File: config.mk
export PLATFORM = sky130hd
export DESIGN_NAME = ro_request_sequencer
export DESIGN_NICKNAME = d
export VERILOG_FILES = /design/src/rtl/ro_request_sequencer.sv
export SDC_FILE = /design/constraint.sdc
export NUM_CORES = 1
export LEC_CHECK = 0
export CAP_MARGIN = 0
export CORE_UTILIZATION = 60
export CTS_BUF_LIST = sky130_fd_sc_hd__clkbuf_16
export CTS_CLUSTER_DIAMETER = 60
export DETAILED_ROUTE_END_ITERATION = 6
export HOLD_SLACK_MARGIN = 0.1
export PLACE_DENSITY_LB_ADDON = 0.08
export SYNTH_ARGS = -nofsm -noshare
export SYNTH_HDL_FRONTEND = slang
export SYNTH_SLANG_ARGS = --single-unit
File: constraint.sdc
create_clock -name CLK -period 5.2 [get_ports CLK]
set_input_delay 0.78 -clock CLK [delete_from_list [all_inputs] [get_ports CLK]]
set_output_delay 0.78 -clock CLK [all_outputs]
set_load 0.1 [all_outputs]
File: src/rtl/ro_request_sequencer.sv
// ro_request_sequencer
//
// Queues L1 readout requests and hands them to the readout engine one at a
// time. It sits directly in front of the local L0ID hold register.
// Each request carries the L0ID it asks for. It is held in a small FIFO.
// The FIFO head is issued to the readout engine with a start/ready/done
// handshake. When a readout finishes, the block sends a one-cycle strobe
// that advances the local L0ID.
//
// Ports
//   CLK           system clock, all logic on posedge
//   SoftReset     synchronous, active-high reset (priority over all inputs)
//   L1Req         single-cycle readout request strobe
//   L1ReqL0ID     L0ID of the request, sampled with L1Req
//   L0ID_Local    current value of the local L0ID hold register
//   ROReady       readout engine idle and able to accept a start
//   RODone        single-cycle pulse: current readout finished
//   ClearFlags    clears the sticky flags (a same-cycle set wins)
//   ROStart       single-cycle start pulse to the readout engine
//   ROL0ID        L0ID of the event being read, held until the next ROStart
//   ROReadStrob   single-cycle increment pulse to the local L0ID register
//   QueueEmpty    FIFO holds no requests
//   QueueFull     FIFO holds FIFO_DEPTH requests
//   QueueCount    number of queued requests
//   Overflow      sticky: a request was dropped because the FIFO was full
//   L0IDMismatch  sticky: a started L0ID differed from L0ID_Local
//
// Optional feature: define L0ID_CHECK_EN to compare the FIFO head with
// L0ID_Local when each event starts. Without the macro, L0IDMismatch is
// tied low and no comparator is built.

module ro_request_sequencer #(
    parameter int RO_ADDR_WIDTH = 8,
    parameter int FIFO_DEPTH    = 8,
    parameter int PTR_WIDTH     = 3
) (
    input  logic                     CLK,
    input  logic                     SoftReset,
    input  logic                     L1Req,
    input  logic [RO_ADDR_WIDTH-1:0] L1ReqL0ID,
    input  logic [RO_ADDR_WIDTH-1:0] L0ID_Local,
    input  logic                     ROReady,
    input  logic                     RODone,
    input  logic                     ClearFlags,
    output logic                     ROStart,
    output logic [RO_ADDR_WIDTH-1:0] ROL0ID,
    output logic                     ROReadStrob,
    output logic                     QueueEmpty,
    output logic                     QueueFull,
    output logic [PTR_WIDTH:0]       QueueCount,
    output logic                     Overflow,
    output logic                     L0IDMismatch
);

    typedef enum logic [1:0] {IDLE, START, WAIT_DONE, STROBE} state_t;

    localparam logic [PTR_WIDTH:0] DEPTH_C = FIFO_DEPTH[PTR_WIDTH:0];

    state_t                   state, state_nxt;
    logic [RO_ADDR_WIDTH-1:0] fifo_mem [FIFO_DEPTH];
    logic [PTR_WIDTH-1:0]     wr_ptr, rd_ptr;
    logic [PTR_WIDTH:0]       count_nxt;
    logic                     full, push, pop, drop;
    logic                     load_head, start_nxt, strobe_nxt, mismatch_set;

    assign full = (QueueCount == DEPTH_C);

    // NOTE: every signal assigned in always_comb gets a default first, so no path can infer a latch.
    always_comb begin
        state_nxt  = state;
        load_head  = 1'b0;
        start_nxt  = 1'b0;
        strobe_nxt = 1'b0;
        pop        = 1'b0;
        unique case (state)
            IDLE: begin
                if ((QueueCount != '0) && ROReady) begin
                    state_nxt = START;
                    load_head = 1'b1;
                    start_nxt = 1'b1;
                end
            end
            START: begin
                // The head was copied into ROL0ID on entry, so its slot can be freed now.
                pop       = 1'b1;
                state_nxt = WAIT_DONE;
            end
            WAIT_DONE: begin
                if (RODone) begin
                    state_nxt  = STROBE;
                    strobe_nxt = 1'b1;
                end
            end
            STROBE: state_nxt = IDLE;
            default: state_nxt = IDLE;
        endcase
    end

    // A full FIFO still accepts a request in the cycle that frees a slot.
    assign push = L1Req && (!full || pop);
    assign drop = L1Req && full && !pop;

    always_comb begin
        count_nxt = QueueCount;
        unique case ({push, pop})
            2'b10:   count_nxt = QueueCount + 1'b1;
            2'b01:   count_nxt = QueueCount - 1'b1;
            default: count_nxt = QueueCount;
        endcase
    end

`ifdef L0ID_CHECK_EN
    assign mismatch_set = load_head && (fifo_mem[rd_ptr] != L0ID_Local);
`else
    logic unused_l0id_local;
    assign unused_l0id_local = ^L0ID_Local;
    assign mismatch_set      = 1'b0;
`endif

    // NOTE: sequential state uses non-blocking assignments so every register samples pre-edge values.
    always_ff @(posedge CLK) begin
        if (SoftReset) begin
            state        <= IDLE;
            wr_ptr       <= '0;
            rd_ptr       <= '0;
            QueueCount   <= '0;
            QueueEmpty   <= 1'b1;
            QueueFull    <= 1'b0;
            ROStart      <= 1'b0;
            ROReadStrob  <= 1'b0;
            ROL0ID       <= '0;
            Overflow     <= 1'b0;
            L0IDMismatch <= 1'b0;
        end else begin
            state       <= state_nxt;
            ROStart     <= start_nxt;
            ROReadStrob <= strobe_nxt;
            if (load_head) ROL0ID <= fifo_mem[rd_ptr];
            if (push) wr_ptr <= wr_ptr + 1'b1;
            if (pop)  rd_ptr <= rd_ptr + 1'b1;
            QueueCount   <= count_nxt;
            QueueEmpty   <= (count_nxt == '0);
            QueueFull    <= (count_nxt == DEPTH_C);
            Overflow     <= drop || (Overflow && !ClearFlags);
            L0IDMismatch <= mismatch_set || (L0IDMismatch && !ClearFlags);
        end
    end

    // NOTE: the storage array has no reset; the pointers and count decide which entries are valid.
    always_ff @(posedge CLK) begin
        if (!SoftReset && push) fifo_mem[wr_ptr] <= L1ReqL0ID;
    end

endmodule

==> results.sh, run 1 <==
export IMPL_cts_setup_buffers=0
export IMPL_n_fill_cell=336
export IMPL_worstPathArrival_ps=2030
export IMPL_placement_setup_worst_slack_ps=2343
export IMPL_timing_fmax_mhz=355.5
export IMPL_most_frequently_used_flop_master_after_synthesis="sky130_fd_sc_hd__edfxtp_1"
export IMPL_cts_hold_repair_buffers=0
export IMPL_worst_hold_slack_ps=471.1
export IMPL_power_share_switching=0.3803
export IMPL_clk_insertion_delay_late_ps=340
export IMPL_yosysWarningCount=0
export IMPL_ys_seq_area_frac=0.6764
export IMPL_timing_critical_path_fanout_max=6
export IMPL_worst_slew_margin_rel=0.3554
export IMPL_p_leak_nw=1.456
export IMPL_vdd_ir_drop_max_mv=0.3775
export IMPL_ctsRootBufferMaster="sky130_fd_sc_hd__clkbuf_16"
export IMPL_rows=27
export IMPL_grt_util_met1=0.3135
export IMPL_initial_core_utilization=0.6401
export IMPL_grt_met3_usage=0.03771
export IMPL_crit_required_ps=4420
export IMPL_power_frac_seq=0.357
export IMPL_grt_pass1_vias=1915
export IMPL_min_path_type="flop to flop"
export IMPL_cts_buffers_inserted=9
export IMPL_netlist_area_um2=3611
export IMPL_antenna_diode_count=0
export IMPL_drc=0
export IMPL_synth_top_cells_by_area="sky130_fd_sc_hd__edfxtp_1 53%, sky130_fd_sc_hd__dfxtp_1 14%, sky130_fd_sc_hd__mux4_2 10%"
export IMPL_drive_above_1_share=0.1787
export IMPL_synth_top_cell_by_area="sky130_fd_sc_hd__edfxtp_1"
export IMPL_timing_final_crit_period_ps=2813
export IMPL_synth_async_reset_ratio=0
export IMPL_max_clock_path_buffers=2
export IMPL_grt_met2_usage=0.3521
export IMPL_power_density_over_the_cells_nw_per_um2=598.7
export IMPL_post_synthesis_cell_type_count=41
export IMPL_drt_antenna_violating_nets=0
export IMPL_dieArea_um2=6332
export IMPL_worst_path_largest_cell_delay_ps=1190
export IMPL_utilization=0.7651
export IMPL_netlist_instances=221
export IMPL_critical_path_startpoint_type="flop"
export IMPL_setup_ws_ps=2387
export IMPL_crit_family="buffers and inverters"
export IMPL_synth_enable_flop_cells=64
export IMPL_report_final_slew_viol_count=0
export IMPL_reg2reg_from="state[1]"
export IMPL_drtPass1Iterations=4
export IMPL_tritoncts="done"
export IMPL_final_net_count=287
export IMPL_routed_via_count=1931
export IMPL_clk_slew_on_worst_s_h_paths_ps=60
export IMPL_core_area_um2=5642
export IMPL_total_switching_power_uw=982.7
export IMPL_io_pin_count=40
export IMPL_syn_to_final_growth_pct=19.54
export IMPL_pin_count_of_the_biggest_net_entering_global_routing=31
export IMPL_power_total_mw=2.584
export IMPL_global_route_peak_usage_layer="met2"
export IMPL_grt_pass1_wl_um=10070
export IMPL_grt_use_total=0.2283
export IMPL_power_internal_mw=1.601
export IMPL_wl_um=6402
export IMPL_endpoint_kind="output pin"
export IMPL_routed_via_density=5.764
export IMPL_synthesis_area_per_instance_um2=16.34
export IMPL_hpwlAfterDp_um=3877
export IMPL_power_share_combinational=0.369
export IMPL_outcome="finished, final reports clean"
export IMPL_setup_tns_ps=0
export IMPL_crit_path_cells="clkdlybuf4s50_1"
export IMPL_setup_worst_path_start="QueueCount[3]"
export IMPL_dpl_cell_area_um2=3990
export IMPL_synth_largest_type_area_fraction=0.5322
export IMPL_power_clock_fraction=0.274
export IMPL_antenna_found_initial=0
export IMPL_ys_seq_elements=90
export IMPL_dpl_cell_count=319
export IMPL_final_cell_count_no_fill=335
export IMPL_ctsHtreeMaxLevel=3
export IMPL_buffer_ports_inserted=31
export IMPL_detail_route_iter0_violations=190
export IMPL_routabilityCongestion=0.7793
export IMPL_min_period_over_period=0.5410
export IMPL_worst_slew_pin_slew_ps=964.0
export IMPL_finish_instance_area_um2=4317
export IMPL_fin_clk_skew_ps=4.765
export IMPL_worstPathBufferInverterCount=1
export IMPL_grt_setup_unrepaired="no"
export IMPL_max_cap_viol_count=0
export IMPL_fp_dieW_um=79.58
export IMPL_cpMaxStageDelayCell="sky130_fd_sc_hd__clkdlybuf4s50_1"
export IMPL_cts_repair_resize_count=0
export IMPL_final_setup_viol_count=0
export IMPL_globalRouteOverflowTotal=0
export IMPL_avgRoutedWirePerCell_um=19.11
export IMPL_timing_hold_worst_start="L0IDMismatch"
export IMPL_syn_nets=250
export IMPL_die_height_um=79.58
export IMPL_timing_hold_violations_final=0
export IMPL_path_class="flop to output pin"
export IMPL_tritoncts_num_sinks=90
## layout by cell type, fill, tap and decap left out, types with 2 or more instances in the layout
master / instances
sky130_fd_sc_hd__nor2_2: 2
sky130_fd_sc_hd__o31a_1: 2
sky130_fd_sc_hd__inv_1: 7
sky130_fd_sc_hd__nor2b_1: 2
sky130_fd_sc_hd__edfxtp_1: 64
sky130_fd_sc_hd__xor2_1: 4
sky130_fd_sc_hd__nor3_1: 2
sky130_fd_sc_hd__ha_1: 7
sky130_fd_sc_hd__a21oi_1: 2
sky130_fd_sc_hd__nand2b_1: 2
sky130_fd_sc_hd__clkdlybuf4s50_1: 31
sky130_fd_sc_hd__mux2i_1: 12
sky130_fd_sc_hd__a211oi_2: 4
sky130_fd_sc_hd__dfxtp_1: 26
sky130_fd_sc_hd__nor2_1: 28
sky130_fd_sc_hd__a211oi_1: 5
sky130_fd_sc_hd__nand2_1: 5
sky130_fd_sc_hd__clkbuf_16: 9
sky130_fd_sc_hd__nor4_1: 2
sky130_fd_sc_hd__xnor2_1: 4
sky130_fd_sc_hd__mux4_2: 16
sky130_fd_sc_hd__buf_4: 4
sky130_fd_sc_hd__inv_6: 2
sky130_fd_sc_hd__bufinv_16: 2
## cell type report
cell class,count,area [um2],share of cell area
clock buffers,9,225.2,0.05217
clock inverters,7,101.3,0.02348
inverters,6,22.52,0.005217
multi-input cells,116,1095,0.2536
flip-flops and latches,90,2442,0.5658
well taps,72,90.09,0.02087
repair buffers,35,340.3,0.07884
## flip-flops by register name, summed over array words and instances (netlist names), 2 cells and up
| name | cells |
|---|---|
| QueueCount | 4 |
| ROL0ID | 8 |
| wr_ptr | 3 |
| state | 2 |
| rd_ptr | 3 |
| fifo_mem | 64 |
## power by group through the flow
stage                     Combinational (mW)  Sequential (mW)  Clock, mW
final                                  0.954            0.923      0.707
after global routing                    1.02            0.934      0.740
after CTS                              0.961            0.924      0.716
after detailed placement               0.943            0.938          0
after global placement                 0.934            0.936          0
after floorplan                        0.442             1.26          0
## worst paths after layout
path / depth (start not counted) / slack (ps) / to
setup / recovery: 1 / 2390 / QueueCount[3]
setup reg to reg: 10 / 2830 / QueueFull
hold / removal: 1 / 470 / L0IDMismatch
hold reg to reg: 1 / 470 / L0IDMismatch
## Yosys cell counts (all sizes together) (3+ instances only)
cell type  count
edfxtp        64
nor2          30
dfxtp         26
mux4          16
mux2i         13
a211oi         9
ha             7
buf            6
inv            6
nand2          5
xnor2          4
xor2           4
clkbuf         3
nor3           3
## routing by layer
| metal | part of all wire | vias to the layer above | wire (um) |
|---|---|---|---|
| li1 | - | 918 | - |
| met1 | 0.45 | 946 | 2900 |
| met2 | 0.48 | 54 | 3081 |
| met3 | 0.043 | 13 | 278 |
| met4 | 0.022 | 0 | 141 |
| met5 | 0 | - | 0 |
## logic make-up after synthesis
| group | synth area share |
|---|---|
| AO/OA/AOI/OAI | 0.04713 |
| buffers and inverters | 0.02044 |
| XOR/XNOR | 0.01940 |
| AND/OR/NAND/NOR | 0.07554 |
| multiplexers | 0.1369 |
| flip-flops | 0.6764 |
| adder cells (fa/ha/maj) | 0.02425 |
(Power assumes the default switching activity.)
==> inputs of run 2 (changes only) <==
- CORE_UTILIZATION: 60 -> 50
- clock period: 5.2 -> 2.47 ns (I/O delays scaled with it)
==> run 2 against run 1 <==
Compared with the run above:
- total power is 100% higher
- via count is 0.10% lower
- global-route usage is 3.6 points lower
- largest cell class unchanged
- highest routed layer unchanged
==> results.sh, run 2 (synthesized netlist as in run 1, its figures left out) <==
export IMPL_timing_hold_violations_final=0
export IMPL_tritoncts="done"
export IMPL_crit_required_ps=2690
export IMPL_worst_slew_pin_slew_ps=641.1
export IMPL_worst_slew_margin_rel=0.5720
export IMPL_fin_clk_skew_ps=8.045
export IMPL_cpMaxStageDelayCell="sky130_fd_sc_hd__dfxtp_1"
export IMPL_n_fill_cell=524
export IMPL_min_period_over_period=0.8286
export IMPL_timing_critical_path_fanout_max=4
export IMPL_leading_registers_by_flop_count="fifo_mem (64), ROL0ID (8), QueueCount (4)"
export IMPL_wl_um=6295
export IMPL_ctsRootBufferMaster="sky130_fd_sc_hd__clkbuf_16"
export IMPL_report_final_slew_viol_count=0
export IMPL_grt_util_met1=0.2634
export IMPL_globalRouteOverflowTotal=0
export IMPL_grt_met2_usage=0.3014
export IMPL_worstPathBufferInverterCount=1
export IMPL_cts_repair_resize_count=0
export IMPL_crit_family="adder cells"
export IMPL_pin_count_of_the_biggest_net_entering_global_routing=25
export IMPL_die_height_um=86.98
export IMPL_timing_hold_worst_start="Overflow"
export IMPL_hpwlAfterDp_um=4038
export IMPL_antenna_diode_count=0
export IMPL_max_cap_viol_count=0
export IMPL_tritoncts_num_sinks=90
export IMPL_reg2reg_from="state[1]"
export IMPL_clk_insertion_delay_late_ps=330
export IMPL_crit_reg2reg_capture="QueueEmpty"
export IMPL_antenna_found_initial=0
export IMPL_grt_pass1_vias=1964
export IMPL_rows=30
export IMPL_cts_hold_repair_buffers=0
export IMPL_ff2ff_path_depth=10
export IMPL_initial_core_utilization=0.5257
export IMPL_finish_instance_area_um2=4337
export IMPL_hold_depth=2
export IMPL_dpl_cell_count=353
export IMPL_max_clock_path_buffers=2
export IMPL_mostFrequentLayoutCells="64 x sky130_fd_sc_hd__edfxtp_1, 32 x sky130_fd_sc_hd__buf_4, 28 x sky130_fd_sc_hd__nor2_1"
export IMPL_fp_dieW_um=86.98
export IMPL_worst_hold_slack_ps=479.0
export IMPL_endpoint_kind="flop"
export IMPL_path_class="flop to flop"
export IMPL_grt_setup_unrepaired="no"
export IMPL_ctsHtreeMaxLevel=3
export IMPL_core_area_um2=6869
export IMPL_crit_path_cells="inv_1, ha_1, and2b_4, xor2_1, ha_1, nor2_1, mux2i_2, xnor2_1, nor4b_2, o31a_1"
export IMPL_final_setup_viol_count=0
export IMPL_p_leak_nw=1.512
export IMPL_dpl_cell_area_um2=4066
export IMPL_cts_buffers_inserted=9
export IMPL_vdd_ir_drop_max_mv=0.5010
export IMPL_final_common_cell="sky130_fd_sc_hd__edfxtp_1"
export IMPL_routed_via_density=5.228
export IMPL_cts_setup_buffers=0
export IMPL_final_cell_count_no_fill=369
export IMPL_detail_route_iter0_violations=94
export IMPL_clk_slew_on_worst_s_h_paths_ps=60
export IMPL_routabilityCongestion=0.6855
export IMPL_routed_via_count=1929
export IMPL_final_net_count=297
export IMPL_min_path_type="flop to flop"
export IMPL_outcome="finished, final reports clean"
export IMPL_power_density_over_the_cells_nw_per_um2=1191
export IMPL_grt_met3_usage=0.05118
export IMPL_io_pin_count=40
export IMPL_setup_tns_ps=0
export IMPL_grt_pass1_wl_um=10280
export IMPL_dieArea_um2=7566
export IMPL_hold_end="Overflow"
export IMPL_timing_final_crit_period_ps=2047
export IMPL_path_common_cell="sky130_fd_sc_hd__ha_1"
export IMPL_max_flop_register="fifo_mem"
export IMPL_largest_reg_flops=64
export IMPL_timing_fmax_mhz=488.6
export IMPL_avgRoutedWirePerCell_um=17.06
export IMPL_global_route_peak_usage_layer="met2"
export IMPL_worstPathArrival_ps=2270
export IMPL_buffer_ports_inserted=31
export IMPL_critical_path_startpoint_type="flop"
export IMPL_grt_use_total=0.1925
export IMPL_drc=0
export IMPL_syn_to_final_growth_pct=20.10
export IMPL_drtPass1Iterations=4
export IMPL_drive_above_1_share=0.2894
export IMPL_drt_antenna_violating_nets=0
export IMPL_timing_reg2reg_setup_slack_ps=420
export IMPL_worst_path_largest_cell_delay_ps=350
[run 2: cell count changes in the layout (fill, tap and decap cells not counted), sizes merged]
cell	previous run	this run
clkinv	1	2
inv	10	9
bufinv	2	0
buf	4	32
clkdlybuf4s50	31	13
clkinvlp	0	2
[run 2: report_power, final]
group / leakage (nW) / switching, mW / internal [mW]
Combinational: 0.589 / 1.33 / 0.681
Sequential: 0.792 / 0.136 / 1.79
Clock: 0.131 / 0.554 / 0.680
[run 2: metrics by stage]
step	utilization	total power, mW	setup slack [ps]
finish	0.6313	5.164	423.3
global route	0.6313	5.436	228.6
CTS	0.6313	5.225	399.6
detailed placement	0.5920	3.982	105.6
global placement	0.5920	3.955	156.0
floorplan	-	3.591	280.2
[run 2: worst register-to-register path, delay by kind of cell (launching register included)]
| kind | cells | cell delay [ps] |
|---|---|---|
| and+or+nand+nor | 3 | 340 |
| buffers and inverters | 1 | 80 |
| xor gates and xnor gates | 2 | 310 |
| adders and majority gates | 2 | 410 |
| DFF | 1 | 350 |
| AOI/OAI and AO/OA | 1 | 270 |
| muxes | 1 | 190 |
[run 2: area by class of cell]
class / instances / area, um2 / area share
Clock buffer: 9 / 225.2 / 0.05193
Tap cell: 96 / 120.1 / 0.02770
Sequential cell: 90 / 2446 / 0.5641
Inverter: 6 / 22.52 / 0.005193
Multi-Input combinational cell: 116 / 1107 / 0.2553
Timing Repair Buffer: 45 / 370.4 / 0.08540
Clock inverter: 7 / 45.04 / 0.01039
[run 2: layer usage]
metal,routed length [um],vias up,share of wire
met2,3087,36,0.49
met3,224,4,0.036
met4,53,0,0.0084
met1,2930,962,0.47
li1,-,927,-
met5,0,-,0
[run 2: worst max path at each step]
stage | from | to | slack, ps | depth (start not counted)
floorplan | QueueCount[1] | fifo_mem[0][0] | 280 | 4
global placement | L1Req | QueueEmpty | 160 | 9
detailed placement | L1Req | QueueEmpty | 110 | 9
CTS | state[1] | QueueEmpty | 400 | 10
global route | state[1] | QueueFull | 230 | 10
finish | state[1] | QueueEmpty | 420 | 10
